**src/rtl/mmio_uart_hub_pkg.sv**
```systemverilog
// Shared definitions for the MMIO serial hub: STATUS bit layout and
// register-select encoding within a channel's two-address slot.
package mmio_uart_hub_pkg;

  localparam int unsigned ST_TXE = 0;
  localparam int unsigned ST_RXA = 1;
  localparam int unsigned ST_OVF = 2;
  localparam int unsigned ST_OVR = 3;

  // Low offset bit selects the register inside a channel slot.
  typedef enum logic {
    RegData   = 1'b0,
    RegStatus = 1'b1
  } reg_sel_e;

  function automatic logic [15:0] pack_status(input logic tx_ovr, input logic rx_ovf,
                                              input logic rx_avail, input logic tx_empty);
    logic [15:0] s;
    s         = '0;
    s[ST_TXE] = tx_empty;
    s[ST_RXA] = rx_avail;
    s[ST_OVF] = rx_ovf;
    s[ST_OVR] = tx_ovr;
    return s;
  endfunction

endpackage

```
**src/rtl/mmio_rx_fifo.sv**
```systemverilog
// Per-channel receive FIFO. A pop of an empty FIFO is ignored; a push into a
// full FIFO succeeds only when a pop frees a slot in the same cycle.
module mmio_rx_fifo
  import mmio_uart_hub_pkg::*;
#(
  parameter int unsigned WIDTH = 8,
  parameter int unsigned DEPTH = 4
) (
  input  logic             i_clk,
  input  logic             i_rst,
  input  logic             i_push,
  input  logic [WIDTH-1:0] i_din,
  input  logic             i_pop,
  output logic [WIDTH-1:0] o_dout,
  output logic             o_empty,
  output logic             o_full,
  output logic             o_ovf_set
);

  localparam int unsigned AW = $clog2(DEPTH);

  logic [WIDTH-1:0] r_mem [DEPTH];
  logic [AW-1:0]    r_wptr;
  logic [AW-1:0]    r_rptr;
  logic [AW:0]      r_count;
  logic             w_pop;
  logic             w_push;

  assign o_empty   = (r_count == '0);
  assign o_full    = (r_count == (AW+1)'(DEPTH));
  assign w_pop     = i_pop && !o_empty;
  assign w_push    = i_push && (!o_full || w_pop);
  assign o_ovf_set = i_push && !w_push;
  assign o_dout    = r_mem[r_rptr];

  always_ff @(posedge i_clk) begin
    if (w_push) begin
      r_mem[r_wptr] <= i_din;
    end
  end

  always_ff @(posedge i_clk) begin
    if (i_rst) begin
      r_wptr  <= '0;
      r_rptr  <= '0;
      r_count <= '0;
    end else begin
      if (w_push) begin
        r_wptr <= r_wptr + 1'b1;
      end
      if (w_pop) begin
        r_rptr <= r_rptr + 1'b1;
      end
      unique case ({w_push, w_pop})
        2'b10:   r_count <= r_count + 1'b1;
        2'b01:   r_count <= r_count - 1'b1;
        default: r_count <= r_count;
      endcase
    end
  end

endmodule

```
**src/rtl/mmio_uart_hub.sv**
```systemverilog
// MMIO decoder and serial-channel hub: port A peeks, port B reads/writes with
// pop/push/clear side effects; everything outside the window goes to RAM.
module mmio_uart_hub
  import mmio_uart_hub_pkg::*;
#(
  parameter int unsigned NCH        = 2,
  parameter int unsigned FIFO_DEPTH = 4,
  parameter logic [15:0] BASE_ADDR  = 16'hBF00
) (
  input  logic             i_clk,
  input  logic             i_rst,
  input  logic [15:0]      i_addr_a,
  input  logic [15:0]      i_ram_rdata_a,
  output logic [15:0]      o_rdata_a,
  output logic             o_mmio_hit_a,
  input  logic [15:0]      i_addr_b,
  input  logic             i_rd_b,
  input  logic             i_wr_b,
  input  logic [15:0]      i_wdata_b,
  input  logic [15:0]      i_ram_rdata_b,
  output logic [15:0]      o_rdata_b,
  output logic             o_mmio_hit_b,
  input  logic [NCH-1:0]   i_rx_valid,
  input  logic [8*NCH-1:0] i_rx_data,
  output logic [NCH-1:0]   o_tx_valid,
  output logic [8*NCH-1:0] o_tx_data,
  input  logic [NCH-1:0]   i_tx_ready
);

  localparam logic [15:0] WinSize = 16'(2 * NCH);

  logic [15:0]          w_off_a;
  logic [15:0]          w_off_b;
  logic                 w_hit_a;
  logic                 w_hit_b;
  logic [2:0]           w_ch_a;
  logic [2:0]           w_ch_b;
  reg_sel_e             w_sel_a;
  reg_sel_e             w_sel_b;

  logic [NCH-1:0]       w_pop;
  logic [NCH-1:0]       w_stat_rd;
  logic [NCH-1:0]       w_wr_data;
  logic [NCH-1:0]       w_tx_free;
  logic [NCH-1:0]       w_ovr_set;
  logic [NCH-1:0]       w_ovf_set;
  logic [NCH-1:0]       w_empty;
  logic [NCH-1:0]       w_full;
  logic [NCH-1:0][7:0]  w_dout;
  logic [NCH-1:0][15:0] w_status;
  logic [NCH-1:0][15:0] w_data;

  logic [NCH-1:0]       r_tx_valid;
  logic [NCH-1:0][7:0]  r_tx_data;
  logic [NCH-1:0]       r_rx_ovf;
  logic [NCH-1:0]       r_tx_ovr;

  logic                 w_unused;

  // Lower-bound check guards against wraparound of the subtraction.
  assign w_off_a = i_addr_a - BASE_ADDR;
  assign w_off_b = i_addr_b - BASE_ADDR;
  assign w_hit_a = (i_addr_a >= BASE_ADDR) && (w_off_a < WinSize);
  assign w_hit_b = (i_addr_b >= BASE_ADDR) && (w_off_b < WinSize);
  assign w_ch_a  = w_off_a[3:1];
  assign w_ch_b  = w_off_b[3:1];
  assign w_sel_a = reg_sel_e'(w_off_a[0]);
  assign w_sel_b = reg_sel_e'(w_off_b[0]);

  assign o_mmio_hit_a = w_hit_a;
  assign o_mmio_hit_b = w_hit_b;

  for (genvar c = 0; c < NCH; c++) begin : g_ch
    logic w_sel_ch;
    logic w_rd_only;

    assign w_sel_ch  = w_hit_b && (w_ch_b == 3'(c));
    // A simultaneous write suppresses every read side effect.
    assign w_rd_only = w_sel_ch && i_rd_b && !i_wr_b;

    assign w_pop[c]     = w_rd_only && (w_sel_b == RegData);
    assign w_stat_rd[c] = w_rd_only && (w_sel_b == RegStatus);
    assign w_wr_data[c] = w_sel_ch && i_wr_b && (w_sel_b == RegData);
    assign w_tx_free[c] = !r_tx_valid[c] || i_tx_ready[c];
    assign w_ovr_set[c] = w_wr_data[c] && !w_tx_free[c];

    assign w_status[c] = pack_status(r_tx_ovr[c], r_rx_ovf[c], !w_empty[c], !r_tx_valid[c]);
    assign w_data[c]   = w_empty[c] ? 16'h0000 : {8'h00, w_dout[c]};

    mmio_rx_fifo #(
      .WIDTH (8),
      .DEPTH (FIFO_DEPTH)
    ) u_rx_fifo (
      .i_clk     (i_clk),
      .i_rst     (i_rst),
      .i_push    (i_rx_valid[c]),
      .i_din     (i_rx_data[8*c +: 8]),
      .i_pop     (w_pop[c]),
      .o_dout    (w_dout[c]),
      .o_empty   (w_empty[c]),
      .o_full    (w_full[c]),
      .o_ovf_set (w_ovf_set[c])
    );
  end

  always_comb begin
    o_rdata_a = i_ram_rdata_a;
    o_rdata_b = i_ram_rdata_b;
    for (int c = 0; c < NCH; c++) begin
      if (w_hit_a && (w_ch_a == 3'(c))) begin
        o_rdata_a = (w_sel_a == RegStatus) ? w_status[c] : w_data[c];
      end
      if (w_hit_b && (w_ch_b == 3'(c))) begin
        o_rdata_b = (w_sel_b == RegStatus) ? w_status[c] : w_data[c];
      end
    end
  end

  // Sticky flags give priority to a new set over a status-read clear.
  always_ff @(posedge i_clk) begin
    if (i_rst) begin
      r_tx_valid <= '0;
      r_tx_data  <= '0;
      r_rx_ovf   <= '0;
      r_tx_ovr   <= '0;
    end else begin
      for (int c = 0; c < NCH; c++) begin
        if (w_wr_data[c] && w_tx_free[c]) begin
          r_tx_valid[c] <= 1'b1;
          r_tx_data[c]  <= i_wdata_b[7:0];
        end else if (r_tx_valid[c] && i_tx_ready[c]) begin
          r_tx_valid[c] <= 1'b0;
        end

        if (w_ovr_set[c]) begin
          r_tx_ovr[c] <= 1'b1;
        end else if (w_stat_rd[c]) begin
          r_tx_ovr[c] <= 1'b0;
        end

        if (w_ovf_set[c]) begin
          r_rx_ovf[c] <= 1'b1;
        end else if (w_stat_rd[c]) begin
          r_rx_ovf[c] <= 1'b0;
        end
      end
    end
  end

  assign o_tx_valid = r_tx_valid;
  assign o_tx_data  = r_tx_data;

  assign w_unused = ^{i_wdata_b[15:8], w_full};

endmodule

```
**config.mk**
```make
export PLATFORM = sky130hd
export DESIGN_NAME = mmio_uart_hub
export DESIGN_NICKNAME = d
export VERILOG_FILES = /design/src/rtl/mmio_uart_hub_pkg.sv /design/src/rtl/mmio_rx_fifo.sv /design/src/rtl/mmio_uart_hub.sv
export SDC_FILE = /design/constraint.sdc
export NUM_CORES = 1
export LEC_CHECK = 0
export BUFFER_PORTS_ARGS = -buffer_cell sky130_fd_sc_hd__buf_2
export CORE_UTILIZATION = 55
export CTS_CLUSTER_SIZE = 25
export DETAILED_ROUTE_END_ITERATION = 16
export GPL_ROUTABILITY_DRIVEN = 0
export MAX_ROUTING_LAYER = met4
export PLACE_DENSITY = 0.82
export SYNTH_ARGS = -nofsm -noshare
export SYNTH_HDL_FRONTEND = slang
export SYNTH_HIERARCHICAL = 1
export SYNTH_SLANG_ARGS = --single-unit
```
**constraint.sdc**
```tcl
create_clock -name i_clk -period 5.1 [get_ports i_clk]
set_input_delay 1.275 -clock i_clk [delete_from_list [all_inputs] [get_ports i_clk]]
set_output_delay 1.275 -clock i_clk [all_outputs]
set_load 0.005 [all_outputs]
```
Word-level counts from Yosys, hierarchy flattened
Memories as Yosys holds them, arrays and structs flattened. A register that Yosys moved wholly into a read port is not among the register bits.
Cells that the tools add are included.
- reductions and logical operators: 57
- add/sub/neg operators: 10
- equal/unequal tests: 8
- bitwise logic cells: 1
- mux-type cells: 30
- $lt $le $gt $ge: 4
- operators by type and width (kind ; count):
    $mux 16 ; 4
    $mux 8 ; 6
    $ge 16x16->1 const B ; 2
    $lt 16x3->1 const B ; 2
    $sub 16x16->16 const B ; 2
    $logic_and 1x1->1 ; 30
    $reduce_bool 2->1 ; 8
    $mux 1 ; 14
    $logic_not 3->1 ; 4
    $pmux 3 s2 ; 2
    $logic_not 1->1 ; 11
    $add 2x1->2 const B ; 4
    $mux 2 ; 4
    $add 3x1->3 const B ; 2
    $eq 3x1->1 const B ; 2
    $eq 3x3->1 const B ; 2
    $sub 3x1->3 const B ; 2
    $eq 2x1->1 const B ; 2
    $eq 2x2->1 const B ; 2
    $logic_or 1x1->1 ; 4
    $not 1->1 ; 1
- word-level logic and storage cells: 126
- input port bits: 104
- memories: 2
- memory bits (writable): 64
- register bits: 36
- memory list (name ; words ; bits a word ; read ports ; clocked after memory_dff ; write ports ; line ; text):
    g_ch[0].u_rx_fifo.r_mem ; 4 ; 8 ; 1 ; 1 ; 1 ; mmio_rx_fifo.sv:22 ; logic [WIDTH-1:0] r_mem [DEPTH];
    g_ch[1].u_rx_fifo.r_mem ; 4 ; 8 ; 1 ; 1 ; 1 ; mmio_rx_fifo.sv:22 ;

Logic depth before layout (Yosys ltp)
- depth in word-level cells: 13
- mapped depth: 13
- gate-level depth less buffers: 13

Hierarchy
Netlist, hierarchy kept.
- by module, submodules not included (module ; cells an instance ; area each (µm²) ; times used ; seq. area each (µm²)):
    mmio_uart_hub ; 221 ; 1806.7 ; 1 ; 440.4
    mmio_rx_fifo at g_ch[1].u_rx_fifo ; 110 ; 1744.2 ; 1 ; 1141.1
    mmio_rx_fifo at g_ch[0].u_rx_fifo ; 97 ; 1661.6 ; 1 ; 1141.1

Least setup slack after synthesis
No wires, ideal clock.
- kind: in2reg
- start point: input i_addr_b[2]
- end point: register g_ch[0].u_rx_fifo.r_count[2]
- path buffers: 0
- data required time: 5.030 ns
- slack: 1.227 ns
- stages on the path: 12
- library setup time: 0.070 ns
- data arrival time: 3.803 ns
- path through: nor4_1 nand4_1 nand2b_1 nor3_1 o31ai_1 inv_1 ha_1 inv_1 fa_1 xor2_1 or3_1 a21oi_1
- longest elaborated chain between the ends: 12
- ends and longest elaborated chain (what ; line ; text):
    start: declaration ; mmio_uart_hub.sv:16 ; input logic [15:0] i_addr_b,
    $sub 16x16->16 ; mmio_uart_hub.sv:62 ; assign w_off_b = i_addr_b - BASE_ADDR;
    $lt 16x3->1 ; mmio_uart_hub.sv:64 ; assign w_hit_b = (i_addr_b >= BASE_ADDR) && (w_off_b < WinSize);
    $logic_and 1x1->1 ; mmio_uart_hub.sv:64 ;
    $logic_and 1x1->1 * ; mmio_uart_hub.sv:77 ; assign w_sel_ch = w_hit_b && (w_ch_b == 3'(c));
    $logic_and 1x1->1 * (2 in a row) ; mmio_uart_hub.sv:79 ; assign w_rd_only = w_sel_ch && i_rd_b && !i_wr_b;
    $logic_and 1x1->1 * ; mmio_uart_hub.sv:81 ; assign w_pop[c] = w_rd_only && (w_sel_b == RegData);
    via w_pop[0] ; mmio_uart_hub.sv:41 ; logic [NCH-1:0] w_pop;
    $logic_and 1x1->1 * ; mmio_rx_fifo.sv:31 ; assign w_pop = i_pop && !o_empty;
    via g_ch[0].u_rx_fifo.w_pop ; mmio_rx_fifo.sv:26 ; logic w_pop;
    $logic_or 1x1->1 ; mmio_rx_fifo.sv:32 ; assign w_push = i_push && (!o_full || w_pop);
    $logic_and 1x1->1 ; mmio_rx_fifo.sv:32 ;
    $eq 2x1->1 or $eq 2x2->1 (tied branches) ; mmio_rx_fifo.sv:54 ; unique case ({w_push, w_pop})
    $pmux 3 s2 or $reduce_bool 2->1 (tied branches) ; n/a ;
    end signal: assignment ; mmio_rx_fifo.sv:55 ; 2'b10: r_count <= r_count + 1'b1;
    end signal: assignment ; mmio_rx_fifo.sv:56 ; 2'b01: r_count <= r_count - 1'b1;
    end signal: assignment ; mmio_rx_fifo.sv:57 ; default: r_count <= r_count;
    end: declaration ; mmio_rx_fifo.sv:25 ; logic [AW:0] r_count;
The timed path passes the listed nets; every way through them passes the cells marked *.
A chain may end at the register's enable or synchronous reset.

Final worst setup path
- start point: input i_addr_a[2]
- end point: output o_rdata_a[2]
- longest elaborated chain between the ends: 6
- ends and longest elaborated chain (what ; line ; text):
    start: declaration ; mmio_uart_hub.sv:12 ; input logic [15:0] i_addr_a,
    $sub 16x16->16 ; mmio_uart_hub.sv:61 ; assign w_off_a = i_addr_a - BASE_ADDR;
    $lt 16x3->1 ; mmio_uart_hub.sv:63 ; assign w_hit_a = (i_addr_a >= BASE_ADDR) && (w_off_a < WinSize);
    $logic_and 1x1->1 ; mmio_uart_hub.sv:63 ;
    $logic_and 1x1->1 ; mmio_uart_hub.sv:110 ; if (w_hit_a && (w_ch_a == 3'(c))) begin
    $mux 16 ; mmio_uart_hub.sv:110 ;
    $mux 16 * ; mmio_uart_hub.sv:110 ;
    end: declaration ; mmio_uart_hub.sv:14 ; output logic [15:0] o_rdata_a,
Mark *: on every way between the ends. The rest lies on a longest branch, timed or not.

==> flow_summary.ini <==
[outcome]
status = finished, final reports clean

[route]
routed_wl_um = 12000
dr_total_vias = 3804
drt-pass1-iter-count = 5
drtAntennaViolNets = 0
drtIter0Drc = 144
vias_per_cell = 5.59
drcViolationCount = 0
wl_per_cell_um = 17.6

[clock_tree]
cts_hold_buf = 0
insertion_delay_ns = 0.37
clk_pin_slew_ns = 0.10
root_buffer = clkbuf_8
cts_tree = built
htreeDepth = 3
clockBufferDepth = 2
cts_buffers = 9
cts_sinks = 104
post_cts_resized = 0
cts_setup_buffers = 0

[min_path]
hold_class = reg2reg

[logic_synthesis]
syn_inst = 427
avgSynthCellArea_um2 = 12.2
syn-cell-area_um2 = 5210
yosysWarnings = 6
syn-num-nets = 542

[sta]
fin_skew_ns = 0.0107
period_share = 0.793
rsz0062_at_grt = false
min_period_ns = 4.05
slew_violations = 0
worst_slack_ns = 1.05
finalSetupViolations = 0
hold_viol_final = 0
slew_headroom = 0.222
fin_setup_tns_ns = 0
max_clock_freq_ghz = 0.247
worst_slew_pin_slew_ns = 1.16

[layout]
finalNetCount = 679
areaGrowthSynthToFinish_pct = 18.2
stdcell_count = 680
antennaDiodeCount = 0
layout-drive-gt1-share = 0.357

[floorplanning]
start_util = 0.566
die_y_um = 99.3
rows = 35
io_pins = 156
core_um2 = 9200
die_area_um2 = 9860
fp.dieW_um = 99.3

[placement]
post-dp-hpwl_um = 8930
port_buffers = 147
place_inst = 664
dp_worst_setup_slack_ns = 0.787

[pwr]
power_mw = 1.58
cellPowerDensity_nw_per_um2 = 256
irDropWorstVdd_mv = 0.228
leakagePower_nw = 2.46

[grt]
use_met1 = 0.312
grt_pass1_wl_um = 18400
grtUsageMet3 = 0.0478
grt_use_total = 0.257
antenna_found_initial = 0
busiest_layer = met2
grt_max_degree = 53
grt_use_met2 = 0.446
grt.overflow.total = 0
grt_pass1_vias = 3709

[critical_path]
crit_type = in2out
required_ns = 3.83
worstSetupStartpointType = primary input
cp_max_fo = 17
cp.arrival_ns = 2.77
cp-end-kind = output port

[job]
drv_cap = 0
[cell usage in the layout, fill, tap and decap left out, types with 3 or more instances in the layout]
master	instances
a211oi_1	6
a21oi_1	22
and2_1	18
buf_2	147
buf_4	4
clkbuf_8	9
dfxtp_1	40
edfxtp_1	64
ha_1	9
inv_1	20
mux2_2	8
mux2i_1	19
mux4_2	18
nand2_1	13
nand2b_1	34
nand3_1	4
nand4b_1	3
nor2_1	24
nor2b_1	16
nor3_1	5
nor3b_1	16
o211ai_1	3
o21ai_0	7
o31ai_1	10
or3_1	3
xor2_1	6
[worst paths after layout]
kind	startpoint	cells after the start	slack (ns)	endpoint
max	i_addr_a[2]	7	1.05	o_rdata_a[2]
min	o_tx_data[10]	2	0.47	o_tx_data[10]
max reg2reg	g_ch[0].u_rx_fifo/r_count[1]	9	2.85	g_ch[0].u_rx_fifo/r_count[2]
min reg2reg	o_tx_data[10]	2	0.47	o_tx_data[10]
[registers in the layout (all words and copies together), names as in the netlist, named ones only]
signal,count
g_ch.u_rx_fifo/r_mem,64
r_tx_ovr,2
g_ch.u_rx_fifo/r_wptr,4
g_ch.u_rx_fifo/r_count,6
g_ch.u_rx_fifo/r_rptr,4
r_rx_ovf,2
o_tx_data,16
o_tx_valid,2
[final cells by class]
cell class,count,area (µm²)
inverters,20,75.1
repair buffers,151,766
clock buffers,11,131
multi-input cells,278,2290
flip-flops and latches,104,2720
well taps,111,139
fillers,688,3040
clock inverters,5,33.8
[stage by stage]
stage	area, µm²	utilization	hold WS [ns]
after global routing	6160	0.669	0.498
after CTS	6160	0.669	0.478
after global placement	5990	0.651	0.458
final	6160	0.669	0.473
after detailed placement	5990	0.651	0.462
after floorplan	5210	-	0.459
[routing by layer]
metal | share of wire | wire length, µm
met5 | 0 | 0
met4 | 0.0097 | 116
met3 | 0.066 | 793
met2 | 0.52 | 6210
met1 | 0.40 | 4840
[report_power, final]
group          switching (mW)  leakage (nW)  internal [mW]
registers              0.0136         0.911          0.922
clock network           0.269        0.0813          0.178
logic                   0.104          1.47         0.0903
[critical path, cell delays in order]
cell and delay, ns:
buf_2 0.09, nor4_1 0.26, nand3b_1 0.16, nor3_4 0.20, buf_4 0.26, mux2_2 0.39
buf_2 0.13
No activity file was read; power rests on OpenSTA's default activity.
